===== config.mk =====
export PLATFORM = sky130hd
export DESIGN_NAME = alu_muldiv
export DESIGN_NICKNAME = d
export VERILOG_FILES = /design/src/rtl/alu_muldiv.sv
export SDC_FILE = /design/constraint.sdc
export NUM_CORES = 2
export LEC_CHECK = 0
export CAP_MARGIN = 10
export CELL_PAD_IN_SITES_DETAIL_PLACEMENT = 0
export CELL_PAD_IN_SITES_GLOBAL_PLACEMENT = 1
export CORE_UTILIZATION = 41
export DETAILED_ROUTE_END_ITERATION = 16
export PLACE_DENSITY_LB_ADDON = 0.25
export SLEW_MARGIN = 20
export SYNTH_ARGS = -nofsm -noshare
export SYNTH_HDL_FRONTEND = slang
export SYNTH_SLANG_ARGS = --single-unit

===== constraint.sdc =====
create_clock -name clk -period 3.1 [get_ports clk]
set_input_delay 0.62 -clock clk [delete_from_list [all_inputs] [get_ports clk]]
set_output_delay 0.62 -clock clk [all_outputs]
set_load 0.01 [all_outputs]

===== src/rtl/alu_muldiv.sv =====
// Integer ALU with single-cycle logic/arith/shift ops and an iterative
// shift-add multiplier / restoring divider that writes the HI/LO pair.
module alu_muldiv #(
  parameter int DATA_WIDTH  = 32,
  parameter int SHAMT_WIDTH = 5
) (
  input  logic                   clk,
  input  logic                   rst_n,
  input  logic                   in_valid,
  output logic                   in_ready,
  input  logic [4:0]             op,
  input  logic [DATA_WIDTH-1:0]  src1,
  input  logic [DATA_WIDTH-1:0]  src2,
  input  logic [SHAMT_WIDTH-1:0] shamt,
  input  logic                   flush,
  output logic                   out_valid,
  output logic [DATA_WIDTH-1:0]  result,
  output logic                   ovf,
  output logic [DATA_WIDTH-1:0]  hi,
  output logic [DATA_WIDTH-1:0]  lo,
  output logic [1:0]             dbg_state
);

  localparam int W = DATA_WIDTH;

  localparam logic [4:0] OP_ADD  = 5'd0;
  localparam logic [4:0] OP_SUB  = 5'd1;
  localparam logic [4:0] OP_AND  = 5'd2;
  localparam logic [4:0] OP_OR   = 5'd3;
  localparam logic [4:0] OP_XOR  = 5'd4;
  localparam logic [4:0] OP_NOR  = 5'd5;
  localparam logic [4:0] OP_SLT  = 5'd6;
  localparam logic [4:0] OP_SLL  = 5'd7;
  localparam logic [4:0] OP_SRL  = 5'd8;
  localparam logic [4:0] OP_SRA  = 5'd9;
  localparam logic [4:0] OP_SLTU = 5'd10;
  localparam logic [4:0] OP_MULT = 5'd11;
  localparam logic [4:0] OP_MULTU= 5'd12;
  localparam logic [4:0] OP_DIV  = 5'd13;
  localparam logic [4:0] OP_DIVU = 5'd14;
  localparam logic [4:0] OP_MFHI = 5'd15;
  localparam logic [4:0] OP_MFLO = 5'd16;
  localparam logic [4:0] OP_MTHI = 5'd17;
  localparam logic [4:0] OP_MTLO = 5'd18;

  typedef enum logic [1:0] {IDLE = 2'd0, MUL = 2'd1, DIV = 2'd2, FIN = 2'd3} state_t;

  state_t state, state_nxt;

  logic [SHAMT_WIDTH-1:0] cnt;
  logic [2*W-1:0]         acc;      // {hi/remainder, lo/quotient} working register
  logic [W-1:0]           opb;      // multiplicand or divisor magnitude
  logic                   is_div;
  logic                   neg_lo;
  logic                   neg_hi;
  logic                   div_zero;
  logic [W-1:0]           src1_l;

  logic accept, is_mul_op, is_div_op, op_signed, last_iter;

  assign in_ready  = (state == IDLE);
  assign dbg_state = state;
  assign accept    = in_valid && in_ready && !flush;
  assign is_mul_op = (op == OP_MULT) || (op == OP_MULTU);
  assign is_div_op = (op == OP_DIV)  || (op == OP_DIVU);
  assign op_signed = (op == OP_MULT) || (op == OP_DIV);
  assign last_iter = (cnt == SHAMT_WIDTH'(W - 1));

  // Single-cycle datapath
  logic [W-1:0] add_res, sub_res, alu_res;
  logic         add_ovf, sub_ovf, alu_ovf;

  assign add_res = src1 + src2;
  assign sub_res = src1 - src2;
  assign add_ovf = (src1[W-1] == src2[W-1]) && (add_res[W-1] != src1[W-1]);
  assign sub_ovf = (src1[W-1] != src2[W-1]) && (sub_res[W-1] != src1[W-1]);

  always_comb begin
    alu_res = '0;
    alu_ovf = 1'b0;
    case (op)
      OP_ADD:  begin alu_res = add_res; alu_ovf = add_ovf; end
      OP_SUB:  begin alu_res = sub_res; alu_ovf = sub_ovf; end
      OP_AND:  alu_res = src1 & src2;
      OP_OR:   alu_res = src1 | src2;
      OP_XOR:  alu_res = src1 ^ src2;
      OP_NOR:  alu_res = ~(src1 | src2);
      OP_SLT:  alu_res = {{(W-1){1'b0}}, $signed(src1) < $signed(src2)};
      OP_SLL:  alu_res = src2 << shamt;
      OP_SRL:  alu_res = src2 >> shamt;
      OP_SRA:  alu_res = $signed(src2) >>> shamt;
      OP_SLTU: alu_res = {{(W-1){1'b0}}, src1 < src2};
      OP_MFHI: alu_res = hi;
      OP_MFLO: alu_res = lo;
      default: ;
    endcase
  end

  // Operand magnitudes; signed ops fix signs up in FIN
  logic [W-1:0] mag1, mag2;
  assign mag1 = (op_signed && src1[W-1]) ? -src1 : src1;
  assign mag2 = (op_signed && src2[W-1]) ? -src2 : src2;

  // One shift-add step and one restoring-division step
  logic [W:0]     mul_sum, div_shift, div_diff;
  logic [2*W-1:0] mul_next, div_next;

  assign mul_sum   = {1'b0, acc[2*W-1:W]} + (acc[0] ? {1'b0, opb} : {(W+1){1'b0}});
  assign mul_next  = {mul_sum, acc[W-1:1]};
  assign div_shift = acc[2*W-1:W-1];
  assign div_diff  = div_shift - {1'b0, opb};
  assign div_next  = div_diff[W] ? {acc[2*W-2:0], 1'b0}
                                 : {div_diff[W-1:0], acc[W-2:0], 1'b1};

  logic [2*W-1:0] prod_fin;
  logic [W-1:0]   quo, rem, fin_lo, fin_hi;

  assign prod_fin = neg_lo ? -acc : acc;
  assign quo      = acc[W-1:0];
  assign rem      = acc[2*W-1:W];
  assign fin_lo   = is_div ? (div_zero ? {W{1'b1}} : (neg_lo ? -quo : quo)) : prod_fin[W-1:0];
  assign fin_hi   = is_div ? (div_zero ? src1_l : (neg_hi ? -rem : rem)) : prod_fin[2*W-1:W];

  always_ff @(posedge clk or negedge rst_n) begin
    if (!rst_n) state <= IDLE;
    else        state <= state_nxt;
  end

  always_comb begin
    state_nxt = state;
    if (flush) begin
      state_nxt = IDLE;
    end else begin
      case (state)
        IDLE: begin
          if (accept && is_mul_op)      state_nxt = MUL;
          else if (accept && is_div_op) state_nxt = DIV;
        end
        MUL:     if (last_iter) state_nxt = FIN;
        DIV:     if (last_iter) state_nxt = FIN;
        FIN:     state_nxt = IDLE;
        default: state_nxt = IDLE;
      endcase
    end
  end

  always_ff @(posedge clk or negedge rst_n) begin
    if (!rst_n) begin
      cnt       <= '0;
      acc       <= '0;
      opb       <= '0;
      is_div    <= 1'b0;
      neg_lo    <= 1'b0;
      neg_hi    <= 1'b0;
      div_zero  <= 1'b0;
      src1_l    <= '0;
      out_valid <= 1'b0;
      result    <= '0;
      ovf       <= 1'b0;
      hi        <= '0;
      lo        <= '0;
    end else begin
      out_valid <= 1'b0;
      if (flush) begin
        cnt <= '0;
      end else begin
        case (state)
          IDLE: begin
            if (accept) begin
              cnt <= '0;
              if (is_mul_op) begin
                acc      <= {{W{1'b0}}, mag2};
                opb      <= mag1;
                is_div   <= 1'b0;
                neg_lo   <= op_signed && (src1[W-1] ^ src2[W-1]);
                neg_hi   <= op_signed && (src1[W-1] ^ src2[W-1]);
                div_zero <= 1'b0;
              end else if (is_div_op) begin
                acc      <= {{W{1'b0}}, mag1};
                opb      <= mag2;
                is_div   <= 1'b1;
                neg_lo   <= op_signed && (src1[W-1] ^ src2[W-1]);
                neg_hi   <= op_signed && src1[W-1];
                div_zero <= (src2 == '0);
                src1_l   <= src1;
              end else begin
                out_valid <= 1'b1;
                result    <= alu_res;
                ovf       <= alu_ovf;
                if (op == OP_MTHI) hi <= src1;
                if (op == OP_MTLO) lo <= src1;
              end
            end
          end
          MUL: begin
            acc <= mul_next;
            cnt <= cnt + SHAMT_WIDTH'(1);
          end
          DIV: begin
            acc <= div_next;
            cnt <= cnt + SHAMT_WIDTH'(1);
          end
          FIN: begin
            out_valid <= 1'b1;
            result    <= fin_lo;
            ovf       <= 1'b0;
            hi        <= fin_hi;
            lo        <= fin_lo;
          end
          default: ;
        endcase
      end
    end
  end

endmodule


# Word level (Yosys, flattened, before mapping)
# Index checks and enable logic that the tools add are counted.
# totals
reg_bits	237
input_bits	78
out_inout_bits	101
word_cells	158
# classes
add_sub_neg	10
magnitude_cmp	2
eq_ne	35
n_shift	3
muxes	58
bitwise	7
n_reduce_logical	29
# op_table
op	count
2-to-1 mux 32 bit	22
one-hot mux 32 bit (13 select lines)	1
2-to-1 mux 64 bit	5
one-hot mux 32 bit (2 select lines)	3
one-hot mux 64 bit (3 select lines)	1
negation 32 bit	4
less-than comparator 32 bit	2
negation 64 bit	1
== test 5 x 4 -> 1 bit, second input constant	8
adder 32 x 32 -> 33 bit	1
subtractor 33 x 32 -> 33 bit	1
adder 32 bit	1
AND 32 bit	1
logical NOT 32 bit	1
NOT 32 bit	1
OR 32 bit	1
<< shifter 32 x 5 -> 32 bit	1
right shift 32 x 5 -> 32 bit	1
>>> shifter 32 x 5 -> 32 bit	1
subtractor 32 bit	1
XOR 32 bit	1
== test 5 x 3 -> 1 bit, second input constant	4
== test 5 bit, second input constant	4
2-to-1 mux 1 bit	15
other kinds (30)	62

# Longest topological paths before layout
# depth
word_depth	8
ltp_mapped	15
mapped_depth_nobuf	14

# Worst setup path before layout
# Ideal clock, no wire load.
# synth_path
kind	input-to-reg
from	input src2[4]
to	register result[29]
setup_ns	0.095
t_arrival_ns	3.343
required_ns	3.005
slack_ns	-0.339
path_stages	13
n_path_buf	2
cell_sequence	clkbuf_1 -> inv_1 -> ha_1 -> clkbuf_1 -> nor2_1 -> a221o_1 -> a21oi_2 -> o21ai_0 -> o21ai_0 -> o21ai_0 -> a311oi_1 -> mux2_2 -> o31ai_1
# synth_via
elab_chain_len	6
elab_cells_between_ends	10
classes_between	add/sub (2); shift (3); mux (5)
# synth_lines
item	line_no	rtl
start, declared	13	input logic [DATA_WIDTH-1:0] src2,
subtractor 32 bit (tied with other cells)	74	assign sub_res = src1 - src2;
one-hot mux 32 bit (13 select lines) (*)	81	case (op)
2-to-1 mux 32 bit (*)	178	end else if (is_div_op) begin
2-to-1 mux 32 bit (*)	171	if (is_mul_op) begin
2-to-1 mux 32 bit (*)	169	if (accept) begin
one-hot mux 32 bit (2 select lines) (*)	167	case (state)
end signal, assigned	188	result <= alu_res;
end signal, assigned	205	result <= fin_lo;
end, declared	17	output logic [DATA_WIDTH-1:0] result,
# Mark *: on every way between the ends. The rest lies on a longest branch, timed or not. The select of a mux whose other input is x is not followed.
# A chain may end at the register's enable or synchronous reset.

# Worst setup path after layout
# layout_path
from	register opb[6]
to	register acc[36]
# layout_via
elab_chain_len	3
# layout_lines
item	line_no	rtl
start, declared	52	logic [W-1:0] opb;
start signal, assigned	173	opb <= mag1;
start signal, assigned	180	opb <= mag2;
subtractor 33 x 32 -> 33 bit	111	assign div_diff = div_shift - {1'b0, opb};
2-to-1 mux 64 bit	112	assign div_next = div_diff[W] ? {acc[2*W-2:0], 1'b0}
one-hot mux 64 bit (3 select lines)	167	
end signal, assigned	172	acc <= {{W{1'b0}}, mag2};
end signal, assigned	179	acc <= {{W{1'b0}}, mag1};
end signal, assigned	196	acc <= mul_next;
end, declared	51	logic [2*W-1:0] acc;
# Every way passes these cells.

==> metrics.md <==
| Metric | Value |
|---|---|
| Layer with the highest usage | `met1` |
| Max Slew Vio Count | `0` |
| Slew headroom | `33.1%` |
| Setup-failing EPs final | `35` |
| Total congestion overflow | `0` |
| Via count | `36,200` |
| Final WS setup | `-0.285 ns` |
| Peak Freq | `295 MHz` |
| Seq/Total Area, Yosys | `21.1%` |
| CTS Sinks | `237` |
| P per Cell Area | `556 nW/um2` |
| Count of cell types in the netlist | `93` |
| Router iterations before antenna repair | `8` |
| Clk slew on worst S/H paths | `0.06 ns` |
| Leading area contributor after synthesis | `dfrtp_1` |
| Worst hold path startpoint | `src1[0]` |
| Post-synthesis xor/xnor area fraction | `5.04%` |
| Share of cells above drive strength 1 | `35.3%` |
| DR iter-0 viols | `4,950` |
| Crit Reg-Reg Startpoint | `opb[6]$_DFFE_PN0P_` |
| Tot Pwr | `23.8 mW` |
| Post-DP HPWL | `127,000 um` |
| Failing checks | `negative setup slack` |
| Port buffer count | `178` |
| CTS H-Tree Depth | `2` |
| Minimum clock period | `3.39 ns` |
| Synthesized-area fraction occupied by and/or/nand/nor cells | `18.9%` |
| Starting Density | `41.7%` |
| Setup TNS | `-6.12 ns` |
| Residual DRC | `0` |
| CP Buf/Inv Count | `3` |
| Top delay family on crit path | `compound AO/OA/AOI/OAI gates` |
| Final hold slack | `0.477 ns` |
| CTS Buffer Depth | `3` |
| Predominant post-synthesis flop cell | `dfrtp_1` |
| WL final | `158,000 um` |
| Site Rows | `95` |
| Post-synthesis adder-cell area fraction | `8.65%` |
| #FFs+latches synth | `237` |
| Tcrit/Tclk final | `109%` |
| Top cell type's share of synthesized area | `21.1%` |
| Reg2reg path depth | `14` |
| GP Congestion | `1.10` |
| Core area | `67,500 um2` |
| Worst Path Required | `3.54 ns` |
| Worst vdd ir | `0.000674 V` |
| Die W | `264 um` |
| Critical path capture point type | `register` |
| Crit Path Class | `register to register` |
| Worst R2R End | `acc[36]$_DFFE_PN0P_` |
| GRT Overall Usage | `43.6%` |
| Clk_lat worst skew | `0.57 ns` |
| Synthesized area per cell | `7.49 um2` |
| Post-synthesis mux area share | `9.42%` |
| Ranking of synthesized cells by area | `dfrtp_1, ha_1, o21ai_0, nand2_1, a21oi_1` |
| GR Util met2 | `61.1%` |
| Wire length of the first global-routing pass | `225,000 um` |
| Core Util, Final | `63.4%` |
| CP Max Fanout | `7` |
| N_diodes | `0` |
| RSZ-0062 raised after global routing | `yes` |
| Antenna Nets Post-Route | `0` |
| Vias in the first global route | `33,300` |
| EDFF count, synth | `0` |
| Area growth from synthesis to final layout | `52.1%` |
| Ys Warns | `0` |
| Status | `finished, violations left` |
| Leakage power | `19.5 nW` |
| Cell area after layout | `42,800 um2` |
| FFs w/ async S/R, synth | `100%` |
| Clock Skews | `0.0242 ns` |
| Crit-path cells | `inv_2, buf_4, ha_1, o21ai_0, a21oi_1, o21ai_2, a32o_2, or4b_4, a31oi_4, nand2_4, buf_12, nand2_1, o21ai_1, a221o_1` |
| Destination of the worst hold path | `hi[0]$_DFFE_PN0P_` |
| Wire per inst | `27.5 um` |
| CP Launch Type | `register` |
| Root Buffer | `clkbuf_16` |
| Die ar. | `69,700 um2` |
| Tightest Pin Transition | `0.995 ns` |
| IO Pins | `179` |
| Post-synth top cells | `nand2_1, o21ai_0, nor2_1` |
| HP Class | `input port to register` |
| Max Cap Violations | `0` |
| Most common cell in the netlist | `nand2_1` |
| Max stage delay cell, worst path | `or4b_4` |
| Die Height | `264 um` |
| Post-synthesis cell count | `3,758` |
| Arrival @ worst endpoint | `3.83 ns` |
| Post-synthesis cell area | `28,100 um2` |
| Met1 Use GR | `61.7%` |
| DP Area | `38,900 um2` |
| TritonCTS clock tree | `done` |
| FF-to-FF setup slack | `-0.29 ns` |
| Initial antenna violation count | `7` |
| Largest family of logic cells by synthesized area | `compound AO/OA/AOI/OAI gates` |
| CTS Buf Count | `34` |
| Hold Crit Depth | `3` |
| Syn nets | `4,028` |
| Fin. Hold Viols | `0` |
| Met3 global-route usage | `11.3%` |
| Area fraction in compound gates after synthesis | `30.6%` |
| Layout Nets | `5,125` |
| Pin count of the biggest net entering global routing | `67` |
| Worst path max stage delay | `0.56 ns` |
| Via/cell ratio | `6.30` |
[flip-flops by register name, indices dropped and copies added, names as in the netlist]
name / flops
ovf: 1
is_div: 1
hi: 32
opb: 32
div_zero: 1
result: 32
src1_l: 32
neg_lo: 1
dbg_state: 2
cnt: 5
neg_hi: 1
lo: 32
acc: 64
out_valid: 1
[cells in the final DEF (no fill, tap or decap), types with 28 or more instances in the layout]
master           netlist  final
buf_4                  5   1073
nand2_1              416    403
nor2_1               398    366
o21ai_0              401    339
a21oi_1              309    253
dfrtp_1              237    235
ha_1                 188    154
inv_1                165    138
clkdlybuf4s50_1        0    129
xnor2_1              109    106
mux2i_1               87     85
a22oi_1               81     79
a31oi_1               70     66
nor3_1                81     66
nand3_1               70     64
a21o_1                62     61
mux4_2                59     59
xor2_1                53     51
buf_12                 0     50
a21oi_2                1     48
buf_6                  0     48
o21ai_1                5     46
o211ai_1              37     37
mux2_2                40     36
clkbuf_16              0     36
o31ai_1               39     30
a221o_1               29     29
nand4_1               28     28
[worst max path at each step]
stage	startpoint	endpoint	slack [ns]	cells past startpoint
after floorplan	src2[2]	result[29]$_DFFE_PN0P_	-0.05	13
after global placement	src1[0]	result[30]$_DFFE_PN0P_	-1.34	16
after detailed placement	src1[0]	result[30]$_DFFE_PN0P_	-1.30	16
after CTS	opb[0]$_DFFE_PN0P_	acc[62]$_DFFE_PN0P_	-0.19	13
after global routing	acc[0]$_DFFE_PN0P_	acc[61]$_DFFE_PN0P_	-0.30	16
final	opb[6]$_DFFE_PN0P_	acc[36]$_DFFE_PN0P_	-0.29	14
[tightest hold or removal path: stages]
cell     delay, ns
buf_12        0.12
nand2_1       0.15
a31oi_1       0.10
[per-layer routing]
layer	part of all wire, %	wire length (um)	vias to the layer above
met5	0.050	79	-
met4	5.8	9100	10
met3	12	18500	400
met2	40	63900	2259
met1	42	66500	17500
li1	-	-	16000
[timing repair]
item / CTS / global route
buffers inserted: 31 / 37
setup endpoints to repair: 119 / 112
gates cloned: 1 / 2
pin swaps: 88 / 188
hold buffers: 1 / 0
gates resized for setup: 277 / 347
endpoints found under the hold margin: 41 / 0
[layout make-up]
class / count / area (um2)
fillers: 6093 / 24700
clock buffers: 44 / 918
clock inverters: 15 / 204
flip-flops and latches: 237 / 5930
well taps: 873 / 1090
inverters: 167 / 637
repair buffers: 1351 / 11400
multi-input cells: 3064 / 22600
[kinds of logic (layout without fill, tap and decap cells)]
kind of cell | after synthesis | in the layout
xor gates and xnor gates | 162 | 162
adders and majority gates | 192 | 192
muxes | 186 | 186
AOI/OAI and AO/OA | 1343 | 1343
DFF | 237 | 237
and+or+nand+nor | 1181 | 1181
buffers and inverters | 457 | 1577
[per-stage QoR]
step	worst slack (ns)	cells
2_1_floorplan	-0.0549	3758
3_3_place_gp	-1.34	5626
3_5_place_dp	-1.30	5626
4_1_cts	-0.187	5716
5_1_grt	-0.302	5751
6_report	-0.285	5751
[power by group]
group / switching [mW] / internal, mW / total, mW
clock network: 1.71 / 2.44 / 4.15
registers: 1.35 / 4.18 / 5.53
logic: 7.79 / 6.33 / 14.1
Note: power is estimated with default switching activity, not from simulation.
